**src/rtl/systolic_pkg.sv**
```systemverilog
// Shared types and constants for the systolic array sequencer.
package systolic_pkg;

    typedef enum logic [2:0] {
        IDLE  = 3'd0,
        FEED  = 3'd1,
        FLUSH = 3'd2,
        DRAIN = 3'd3,
        DONE  = 3'd4
    } seq_state_t;

    // Edge buffers return data one cycle after the read strobe.
    localparam int READ_LAT = 1;

    // The last operand needs rows+cols cycles to clear the far corner PE.
    function automatic int flush_cycles(input int rows, input int cols);
        return rows + cols;
    endfunction

endpackage

```
**src/rtl/systolic_skew_line.sv**
```systemverilog
// Tapped delay line: lane i carries the input delayed by DEPTH+i cycles.
import systolic_pkg::*;

module systolic_skew_line #(
    parameter int DEPTH = 1,
    parameter int LANES = 4
) (
    input  logic             clk,
    input  logic             rst_n,
    input  logic             clr,
    input  logic             din,
    output logic [LANES-1:0] dout
);

    localparam int STAGES = DEPTH + LANES - 1;

    logic [STAGES-1:0] sr;
    logic [STAGES:0]   nxt;

    assign nxt = {sr, din};

    always_ff @(posedge clk or negedge rst_n) begin
        if (!rst_n) begin
            sr <= '0;
        end else if (clr) begin
            sr <= '0;
        end else begin
            sr <= nxt[STAGES-1:0];
        end
    end

    // sr[j] holds din delayed by j+1 cycles.
    assign dout = sr[STAGES-1:DEPTH-1];

endmodule

```
**src/rtl/systolic_seq_ctrl.sv**
```systemverilog
// Sequencer for an output-stationary systolic array: feed, flush, drain, done.
import systolic_pkg::*;

module systolic_seq_ctrl #(
    parameter int ROWS = 4,
    parameter int COLS = 4,
    parameter int K_W  = 8,
    localparam int DR_W = (ROWS > 1) ? $clog2(ROWS) : 1
) (
    input  logic            clk,
    input  logic            rst_n,
    input  logic            start,
    input  logic [K_W-1:0]  k_len,
    input  logic            abort,
    output logic            busy,
    output logic            done,
    output logic            start_err,
    output logic            acc_clear,
    output logic            rd_en,
    output logic [K_W-1:0]  rd_addr,
    output logic [ROWS-1:0] row_valid,
    output logic [COLS-1:0] col_valid,
    output logic [DR_W-1:0] drain_row,
    output logic            res_valid,
    input  logic            res_ready,
    output seq_state_t      dbg_state
);

    localparam int FLUSH_CYC = flush_cycles(ROWS, COLS);
    localparam int FC_W      = $clog2(FLUSH_CYC + 1);

    seq_state_t     state;
    logic [K_W-1:0] k_len_q;
    logic [FC_W-1:0] flush_cnt;
    logic           skew_clr;

    // Handshake: a result row transfers on any cycle where res_valid && res_ready;
    // res_valid never drops while waiting and drain_row stays stable until accepted.

    assign skew_clr  = abort && (state != IDLE);
    assign dbg_state = state;

    always_ff @(posedge clk or negedge rst_n) begin
        if (!rst_n) begin
            state     <= IDLE;
            k_len_q   <= '0;
            flush_cnt <= '0;
            busy      <= 1'b0;
            done      <= 1'b0;
            start_err <= 1'b0;
            acc_clear <= 1'b0;
            rd_en     <= 1'b0;
            rd_addr   <= '0;
            res_valid <= 1'b0;
            drain_row <= '0;
        end else begin
            done      <= 1'b0;
            start_err <= 1'b0;
            acc_clear <= 1'b0;
            if (abort && (state != IDLE)) begin
                state     <= IDLE;
                flush_cnt <= '0;
                busy      <= 1'b0;
                rd_en     <= 1'b0;
                rd_addr   <= '0;
                res_valid <= 1'b0;
                drain_row <= '0;
            end else begin
                case (state)
                    IDLE: begin
                        if (start) begin
                            if (k_len != '0) begin
                                state     <= FEED;
                                k_len_q   <= k_len;
                                busy      <= 1'b1;
                                acc_clear <= 1'b1;
                                rd_en     <= 1'b1;
                                rd_addr   <= '0;
                            end else begin
                                start_err <= 1'b1;
                            end
                        end
                    end
                    FEED: begin
                        // rd_addr is the k counter; comparing against k_len-1 avoids wrap at max length.
                        if (rd_addr == k_len_q - 1'b1) begin
                            state     <= FLUSH;
                            rd_en     <= 1'b0;
                            rd_addr   <= '0;
                            flush_cnt <= '0;
                        end else begin
                            rd_addr <= rd_addr + 1'b1;
                        end
                    end
                    FLUSH: begin
                        if (flush_cnt == FC_W'(FLUSH_CYC - 1)) begin
                            state     <= DRAIN;
                            flush_cnt <= '0;
                            res_valid <= 1'b1;
                            drain_row <= '0;
                        end else begin
                            flush_cnt <= flush_cnt + 1'b1;
                        end
                    end
                    DRAIN: begin
                        if (res_ready) begin
                            if (drain_row == DR_W'(ROWS - 1)) begin
                                state     <= DONE;
                                res_valid <= 1'b0;
                                drain_row <= '0;
                                done      <= 1'b1;
                            end else begin
                                drain_row <= drain_row + 1'b1;
                            end
                        end
                    end
                    DONE: begin
                        state <= IDLE;
                        busy  <= 1'b0;
                    end
                    default: begin
                        state <= IDLE;
                        busy  <= 1'b0;
                    end
                endcase
            end
        end
    end

    systolic_skew_line #(
        .DEPTH (READ_LAT),
        .LANES (ROWS)
    ) u_row_skew (
        .clk   (clk),
        .rst_n (rst_n),
        .clr   (skew_clr),
        .din   (rd_en),
        .dout  (row_valid)
    );

    systolic_skew_line #(
        .DEPTH (READ_LAT),
        .LANES (COLS)
    ) u_col_skew (
        .clk   (clk),
        .rst_n (rst_n),
        .clr   (skew_clr),
        .din   (rd_en),
        .dout  (col_valid)
    );

endmodule

```
**config.mk**
```make
export PLATFORM = sky130hd
export DESIGN_NAME = systolic_seq_ctrl
export DESIGN_NICKNAME = d
export VERILOG_FILES = /design/src/rtl/systolic_pkg.sv /design/src/rtl/systolic_skew_line.sv /design/src/rtl/systolic_seq_ctrl.sv
export SDC_FILE = /design/constraint.sdc
export NUM_CORES = 1
export LEC_CHECK = 0
export ABC_AREA = 1
export CAP_MARGIN = 20
export CORE_MARGIN = 2
export CORE_UTILIZATION = 35
export CTS_BUF_LIST = sky130_fd_sc_hd__clkbuf_16
export CTS_CLUSTER_SIZE = 16
export DETAILED_ROUTE_END_ITERATION = 16
export GPL_TIMING_DRIVEN = 0
export PLACE_DENSITY = 0.69
export SLEW_MARGIN = 20
export SYNTH_ARGS = -nofsm -noshare
export SYNTH_HDL_FRONTEND = slang
export SYNTH_HIERARCHICAL = 1
export SYNTH_SLANG_ARGS = --single-unit
```
**constraint.sdc**
```tcl
create_clock -name clk -period 2.1 [get_ports clk]
set_clock_uncertainty 0.1 [all_clocks]
set_input_delay 0.63 -clock clk [delete_from_list [all_inputs] [get_ports clk]]
set_output_delay 0.63 -clock clk [all_outputs]
set_load 0.03 [all_outputs]
```
* Word-level counts from Yosys, hierarchy flattened
Index checks and enable logic that the tools add are counted.
Storage, ports and cells: register bits 39, input port bits 13, output and inout port bits 27, word-level logic and storage cells 95
Operators by class: $add $sub $neg 4, equal/unequal tests 13, muxes and demuxes 48, bitwise gates (word level) 1, reduce and logical (&&, ||, !) cells 16
Operator list (count):
- 8-bit two-way mux | 4
- 1-bit two-way mux | 21
- 3-bit two-way mux | 7
- 4-bit two-way mux | 5
- 3-bit != test (second input constant) | 6
- 8-bit case mux with 2 select lines | 1
- 3-bit case mux with 4 select lines | 1
- 4-bit AND reduction | 3
- 3-bit nonzero test | 4
- 3-bit AND reduction | 3
- 8-bit by 1-bit adder with 8-bit output (second input constant) | 1
- 8-bit equality test | 1
- 2-bit two-way mux | 4
- 4-bit case mux with 2 select lines | 1
- 8-bit nonzero test | 1
- 8-bit by 1-bit subtractor with 8-bit output (second input constant) | 1
- 3-bit by 2-bit equality test with 1-bit output (second input constant) | 2
- 1-bit case mux with 2 select lines | 3
- 6-bit AND reduction | 1
- 4-bit by 1-bit adder with 4-bit output (second input constant) | 1
- 4-bit by 3-bit equality test with 1-bit output (second input constant) | 1
- 2-bit case mux with 2 select lines | 1
- 3-bit by 1-bit equality test with 1-bit output (second input constant) | 1
- 3-bit logical NOT | 1
- other kinds (7) | 7

* Logic depth before layout (Yosys ltp)
Gate-level depths: netlist of the first run.
depth in word-level cells 5, gate-level depth with buffers 15, gate-level depth less buffers 15

* By module
Netlist of the first run, hierarchy kept.
By module, submodules not included:
- systolic_seq_ctrl | instances 1, cells an instance 258, area each 1818.0 um^2, sequential area each 775.7 um^2
- systolic_skew_line | instances 2, cells an instance 12, area each 130.1 um^2, sequential area each 100.1 um^2

* Worst setup path before layout of the first run
Ideal clock, no wire load.
kind reg2reg, start point reg state[0], in the netlist dbg_state[0], end point reg rd_addr[4], setup time 0.073 ns, data arrival time 1.704 ns, required time 1.927 ns, path slack 0.223 ns, cell stages (with the launch flop) 10, path buffers 1, clock period less this slack 1.877 ns, cell sequence dfrtp_1 nor3_2 nor2_1 nor2_1 nand2_1 buf_4 nand3_1 nand2_1 nand2_1 a21oi_2
Between the ends: word-level cells in the longest chain between the ends 4, elaborated cells on any way between the ends 10
Ends and longest elaborated chain:
- start: declaration | RTL line systolic_seq_ctrl.sv:32 | seq_state_t state;
- start signal: assignment | RTL line systolic_seq_ctrl.sv:45 | state <= IDLE;
- start signal: assignment | RTL line systolic_seq_ctrl.sv:61 | state <= IDLE;
- start signal: assignment | RTL line systolic_seq_ctrl.sv:73 | state <= FEED;
- 3-bit nonzero test *
- 1-bit logical AND *
- via skew_clr | RTL line systolic_seq_ctrl.sv:35 | logic skew_clr;
- 3-bit != test (no source line) or 3-bit nonzero test (tied branches)
- 3-bit AND reduction (no source line)
- end signal: assignment | RTL line systolic_seq_ctrl.sv:92 | rd_addr <= rd_addr + 1'b1;
- end: declaration | RTL line systolic_seq_ctrl.sv:20 | output logic [K_W-1:0] rd_addr,
Mark *: on every way through the listed nets, which the timed path passes. The rest lies on a longest branch. A chain may end at the register's enable or synchronous reset.

* Worst setup path in the final report of the first run
start point reg busy, end point out busy
RTL lines:
- start: declaration | RTL line systolic_seq_ctrl.sv:15 | output logic busy,
- start signal: assignment | RTL line systolic_seq_ctrl.sv:48 | busy <= 1'b0;
- start signal: assignment | RTL line systolic_seq_ctrl.sv:63 | busy <= 1'b0;
- start signal: assignment | RTL line systolic_seq_ctrl.sv:75 | busy <= 1'b1;
No word-level cell between the ends.

==> impl_results.md, run 1 <==
* Die width at between 80 and 90 um
* Pre-antenna DRT Iters at 4
* Met3 WL at 188 um
* Initial core utilization at 0.3574
* Tcrit/Tclk final at 0.9776
* M1 WL at ~2.1 mm
* # DRC at 0
* First-pass GRT wire length at slightly above 8 mm
* Synthesized cell area at about 0.0021 mm2
* Synth Net Count at 299
* Overall power at about 4 mW
* Post-synthesis register bit count at 39
* Reg-to-reg critical path endpoint: rd_addr[7]
* Routed length on met2 at 2.570 mm
* Relative slew slack at 0.7767
* Measured slew at the worst slew-check pin at approximately 0.33 ns
* Status: complete, no violations
* Antenna violations before repair at 0
* Clock Tree Buf Depth at 2
* FF-to-FF path depth at 14
* Power Dens Cells at roughly 1400 mW/mm2
* Post-route antenna net violation count at 0
* Die Footprint at 0.006570 mm2
* CP max stage cell: clkdlybuf4s50_1
* Sum Neg Setup Slack at 0 ns
* Fin area at between 0.002 and 0.003 mm2
* Placed inst area at between 0.002 and 0.003 mm2
* Vias in the first global route at approximately 1800
* Boundary pin count at 40
* Clock transition at the registers of the reported paths at roughly 0.06 ns
* # placed instances at approximately 400
* Hold Fails Final Rpt at 0
* Vias post-DR at slightly below 2000
* Post-DP HPWL at around 3.5 mm
* CP cell instances: clkdlybuf4s50_1
* Core area at slightly below 0.006 mm2
* Row count at 28
* Ant. Diodes at 0
* H-tree lvl count at 2
* Initial drt markers at between 100 and 150
* Fin Hold WS at between 0.1 and 0.15 ns
* Slew Viols, Final at 0
* Final Setup Violations at 0
* Critical path arrival at about 1.3 ns
* Critical path buffers and inverters at 1
* Crit path launch type: flop
* Clk Latency, worst-skew pair at approximately 0.28 ns
* Nets@finish at 357
* Req. time, crit path at between 1 and 1.5 ns
* Crit. End Element: primary output
* Final Wtd Congestion at 0.8694
* Reg2Reg Setup Slack at 0.15 ns
* Synth cell types at 26
* Pleak at 1.617 nW
* Post-DR vias/cell at between 4 and 5
* CP Max Fanout at 2
* Count of input and output buffers at 39
* CP Class: reg -> out
* CTS tree: yes
* Gr usage total at 0.1582
* Post-Syn Instances at between 200 and 300
* Root Buffer Master: clkbuf_16
* Final Critical Period at between 2 and 2.5 ns
* # Max-Cap Violations at 0
* Worst VDD drop at between 0.0007 and 0.0008 V
* CTS buffer count at 5
* # clock sinks at 39
* Chip Height at between 80 and 90 um
* Reg2reg start: k_len_q[0]
* Synthesized area per cell at 7.370 um2
* Crit path largest cell delay at ~0.68 ns
* GR Overflow Total at 0
* Wirelength, routed at 4.974 mm
* DR top layer: met4
* Largest delay share family, worst path: buffers and inverters
* Sequential area share after synthesis at 0.4696
* Layout Area Growth over Synthesis at 40.22%
* Critical Path Source: busy
* Finished Layout Cells at 416
* Max Fclk at slightly below 500 MHz
* Hold Crit Class: in -> async
* Share of cells above drive strength 1 at 0.1613
* Routed len/inst at 11.96 um
* Yosys warns at 6
* Largest net degree at the start of global routing at 32
## how the worst max path moves through the flow
stage	endpoint	slack (ns)	cells after the start
final	busy	0.05	1
after global routing	dbg_state[0]	-0.01	10
after floorplan	rd_addr[4]	0.22	9
after global placement	done	-0.71	1
after detailed placement	rd_en	-0.65	9
after CTS	rd_en	0.001	9
## layer usage
metal	vias up	global-route usage
met3	7	0.03556
met5	-	0
li1	985	-
met2	36	0.2793
met4	0	0.05254
met1	958	0.1900
## where the power goes
group / internal, mW / switching [mW] / total (mW)
logic: 0.769 / 1.21 / 1.98
clock network: 0.554 / 0.290 / 0.844
registers: 0.979 / 0.223 / 1.20
total: 2.30 / 1.72 / 4.02
## logic make-up after synthesis
logic type,count (synthesis),synth area share
and+or+nand+nor,151,0.3046
buffers and inverters,56,0.1072
DFF,39,0.4696
AOI/OAI and AO/OA,25,0.06502
xor gates and xnor gates,7,0.02950
adders and majority gates,4,0.02408
## synth_stat cells
master	number	area [um2]
a21oi_1	7	35.03
a21oi_2	1	8.760
a31oi_1	1	6.260
buf_2	1	5.000
buf_4	1	7.510
buf_6	1	11.26
clkbuf_1	2	7.510
dfrtp_1	39	975.9
ha_1	4	50.05
inv_1	51	191.4
nand2_1	86	322.8
nand2_2	3	18.77
nand3_1	18	90.09
nand3b_1	1	7.510
nand4_1	4	25.02
nor2_1	30	112.6
nor2_2	4	25.02
nor3_1	3	15.01
nor3_2	1	10.01
nor4_1	1	6.260
o21ai_0	12	60.06
o21ai_1	1	5.000
o22ai_1	2	12.51
o31ai_1	1	7.510
xnor2_1	3	26.28
xor2_1	4	35.03
## sequential cells by signal (all words and copies together) (netlist names), 2 cells and up
signal,cells
u_row_skew/dout,4
u_col_skew/dout,4
flush_cnt,4
dbg_state,3
k_len_q,8
drain_row,2
rd_addr,8
## what timing repair did
action                                  in CTS  in global routing
pin swaps                                    2                 11
buffers inserted                             2                  7
endpoints found under the setup margin      29                 32
gates resized for setup                     13                 44
hold buffers                                 0                  0
cloned                                       0                  2
## metrics by stage
step	util	setup WS, ns
floorplan	-	0.2225
global placement	0.4406	-0.7094
detailed placement	0.4432	-0.6491
CTS	0.4729	0.001246
global route	0.5011	-0.01334
finish	0.5011	0.04708
## cells in the final DEF, fill, tap and decap left out, types with 2 or more instances in the layout
master           Yosys  layout
inv_2                0       7
nand2_1             86      81
nand2_2              3       7
xor2_1               4       4
clkbuf_2             0       2
a21oi_1              7       5
nand3_1             18      17
dlymetal6s2s_1       0      11
inv_1               51      44
o21ai_0             12      12
nor2_2               4       7
nor3_1               3       3
xnor2_1              3       3
ha_1                 4       3
dlygate4sd2_1        0      11
nor2_1              30      26
clkdlybuf4s50_1      0      16
dfrtp_1             39      39
nand4_1              4       4
a21oi_2              1       3
buf_6                1       3
o22ai_1              2       2
clkbuf_16            0       5
buf_4                1      11
## final cells by class
cell class,instances,area [um2]
clock inverter,3,38.79
tap,75,93.84
fill,580,2902
buffer,5,43.79
inverter,51,191.4
clock buffer,5,125.1
multi-input combinational,187,943.4
sequential,39,975.9
timing repair buffer,51,501.7
No activity file was read; power rests on OpenSTA's default activity.
==> inputs of run 2 (changes only) <==
--- a/config.mk
+++ b/config.mk
@@ -14,6 +14,7 @@
 export DETAILED_ROUTE_END_ITERATION = 16
 export GPL_TIMING_DRIVEN = 0
 export PLACE_DENSITY = 0.69
+export RECOVER_POWER = 50
 export SLEW_MARGIN = 20
 export SYNTH_ARGS = -nofsm -noshare
 export SYNTH_HDL_FRONTEND = slang
==> impl_results.md, run 2 (synthesis results as in run 1) <==
* Worst VDD drop at approximately 0.00079 V
* DR top layer: met4
* Row count at 28
* Fin area at roughly 0.0029 mm2
* Count of input and output buffers at 39
* Finished Layout Cells at roughly 420
* CP cell instances: clkdlybuf4s50_1
* # placed instances at about 400
* Met3 WL at ~210 um
* Chip Height at just over 80 um
* CP Class: reg -> out
* Critical path arrival at approximately 1.3 ns
* Ant. Diodes at 0
* Antenna violations before repair at 0
* Die Footprint at 0.006570 mm2
* Post-DP HPWL at 3.512 mm
* Crit path largest cell delay at 0.69 ns
* Power Dens Cells at 1393 mW/mm2
* Final worst slack at between 0.03 and 0.04 ns
* Slew Viols, Final at 0
* Final Critical Period at roughly 2.1 ns
* CTS tree: yes
* Pre-antenna DRT Iters at 4
* CP Max Fanout at 2
* Tcrit/Tclk final at 0.9835
* GR Overflow Total at 0
* # DRC at 0
* Largest net degree at the start of global routing at 32
* Gr usage total at 0.1582
* Hold Crit Class: in -> async
* Hold Fails Final Rpt at 0
* Req. time, crit path at 1.37 ns
* Overall power at 4.005 mW
* Finished Core Util at 0.4944
* Biggest regs: k_len_q x8, rd_addr x8
* Vias post-DR at 1996
* Wirelength, routed at 5.004 mm
* # Max-Cap Violations at 0
* Max Fclk at between 400 and 500 MHz
* # clock sinks at 39
* Routed length on met2 at 2.572 mm
* Clock transition at the registers of the reported paths at about 0.06 ns
* CP max stage cell: clkdlybuf4s50_1
* H-tree lvl count at 2
* Status: complete, no violations
* Clock Tree Buf Depth at 2
* Most common cell after layout, fill and taps aside: nand2_1
* Relative slew slack at 0.4902
* Crit. End Element: primary output
* Placed inst area at approximately 0.0026 mm2
* Measured slew at the worst slew-check pin at about 0.76 ns
* Initial core utilization at 0.3574
* Routed len/inst at approximately 12 um
* Pleak at around 1.6 nW
* Final Setup Violations at 0
* Clk Latency, worst-skew pair at 0.28 ns
* Root Buffer Master: clkbuf_16
* Largest delay share family, worst path: buffers and inverters
* Core area at 0.005816 mm2
* Post-route antenna net violation count at 0
* CTS buffer count at 5
* Final Wtd Congestion at 0.8694
* Boundary pin count at 40
* M1 WL at about 2.2 mm
* Initial drt markers at 98
* Nets@finish at roughly 360
* Share of cells above drive strength 1 at 0.1496
* Die width at between 80 and 90 um
* Crit path launch type: flop
* Post-DR vias/cell at between 4 and 5
* Pre-CTS WS at -0.6491 ns
* Most frequent cells in the layout: nand2_1 (81), inv_1 (45), dfrtp_1 (39)
* First-pass GRT wire length at roughly 8.1 mm
* Layout Area Growth over Synthesis at 38.35%
* Critical path buffers and inverters at 1
* Vias in the first global route at around 1800
run 2: cell types whose count changed in the layout (fill, tap and decap cells not counted):
| cell | before | now |
|---|---|---|
| inv_2 | 7 | 6 |
| buf_12 | 1 | 0 |
| buf_4 | 11 | 10 |
| buf_2 | 1 | 0 |
| clkbuf_1 | 0 | 5 |
| dlymetal6s2s_1 | 11 | 9 |
| inv_1 | 44 | 45 |
run 2: area by class of cell:
| type | instances | area [um2] |
|---|---|---|
| fill | 583 | 2940 |
| timing repair buffer | 51 | 464.2 |
| clock inverter | 3 | 38.79 |
| buffer | 5 | 42.54 |
| sequential | 39 | 975.9 |
| inverter | 51 | 191.4 |
| clock buffer | 5 | 125.1 |
| multi-input combinational | 187 | 943.4 |
| tap | 75 | 93.84 |
run 2: final timing paths:
check	from	end	slack [ns]	cells after the start
max	busy	busy	0.03	1
min	rst_n	k_len_q[7]	0.18	1
max reg2reg	k_len_q[0]	rd_addr[7]	0.15	14
min reg2reg	flush_cnt[3]	flush_cnt[3]	0.38	2
max in group asynchronous	rst_n	dbg_state[2]	0.60	2
min in group clk	flush_cnt[3]	flush_cnt[3]	0.38	2
run 2: per-layer routing:
metal / global-route usage / up-vias
met4: 0.05254 / 0
li1: - / 986
met3: 0.03556 / 7
met2: 0.2793 / 37
met1: 0.1900 / 966
met5: 0 / -
run 2: power breakdown:
group          switching [mW]  internal (mW)  leakage, nW  total (mW)
logic                    1.21          0.745        0.972        1.95
clock network           0.295          0.554       0.0812       0.849
registers               0.225          0.979        0.516        1.20
total                    1.73           2.28         1.57        4.01
run 2: repair_timing:
item                                    4_1_cts  5_1_grt
pin swaps                                     2       11
gates cloned                                  0        2
hold buffers                                  0        0
endpoints found under the setup margin       29       32
buffers inserted                              2        7
resized for setup                            13       44
run 2: metrics by stage:
step	hold slack [ns]	setup TNS (ns)
5_1_grt	0.2219	-0.01334
3_5_place_dp	0.3640	-11.90
2_1_floorplan	0.2344	0
4_1_cts	0.1140	0
6_report	0.1834	0
3_3_place_gp	0.3590	-38.45
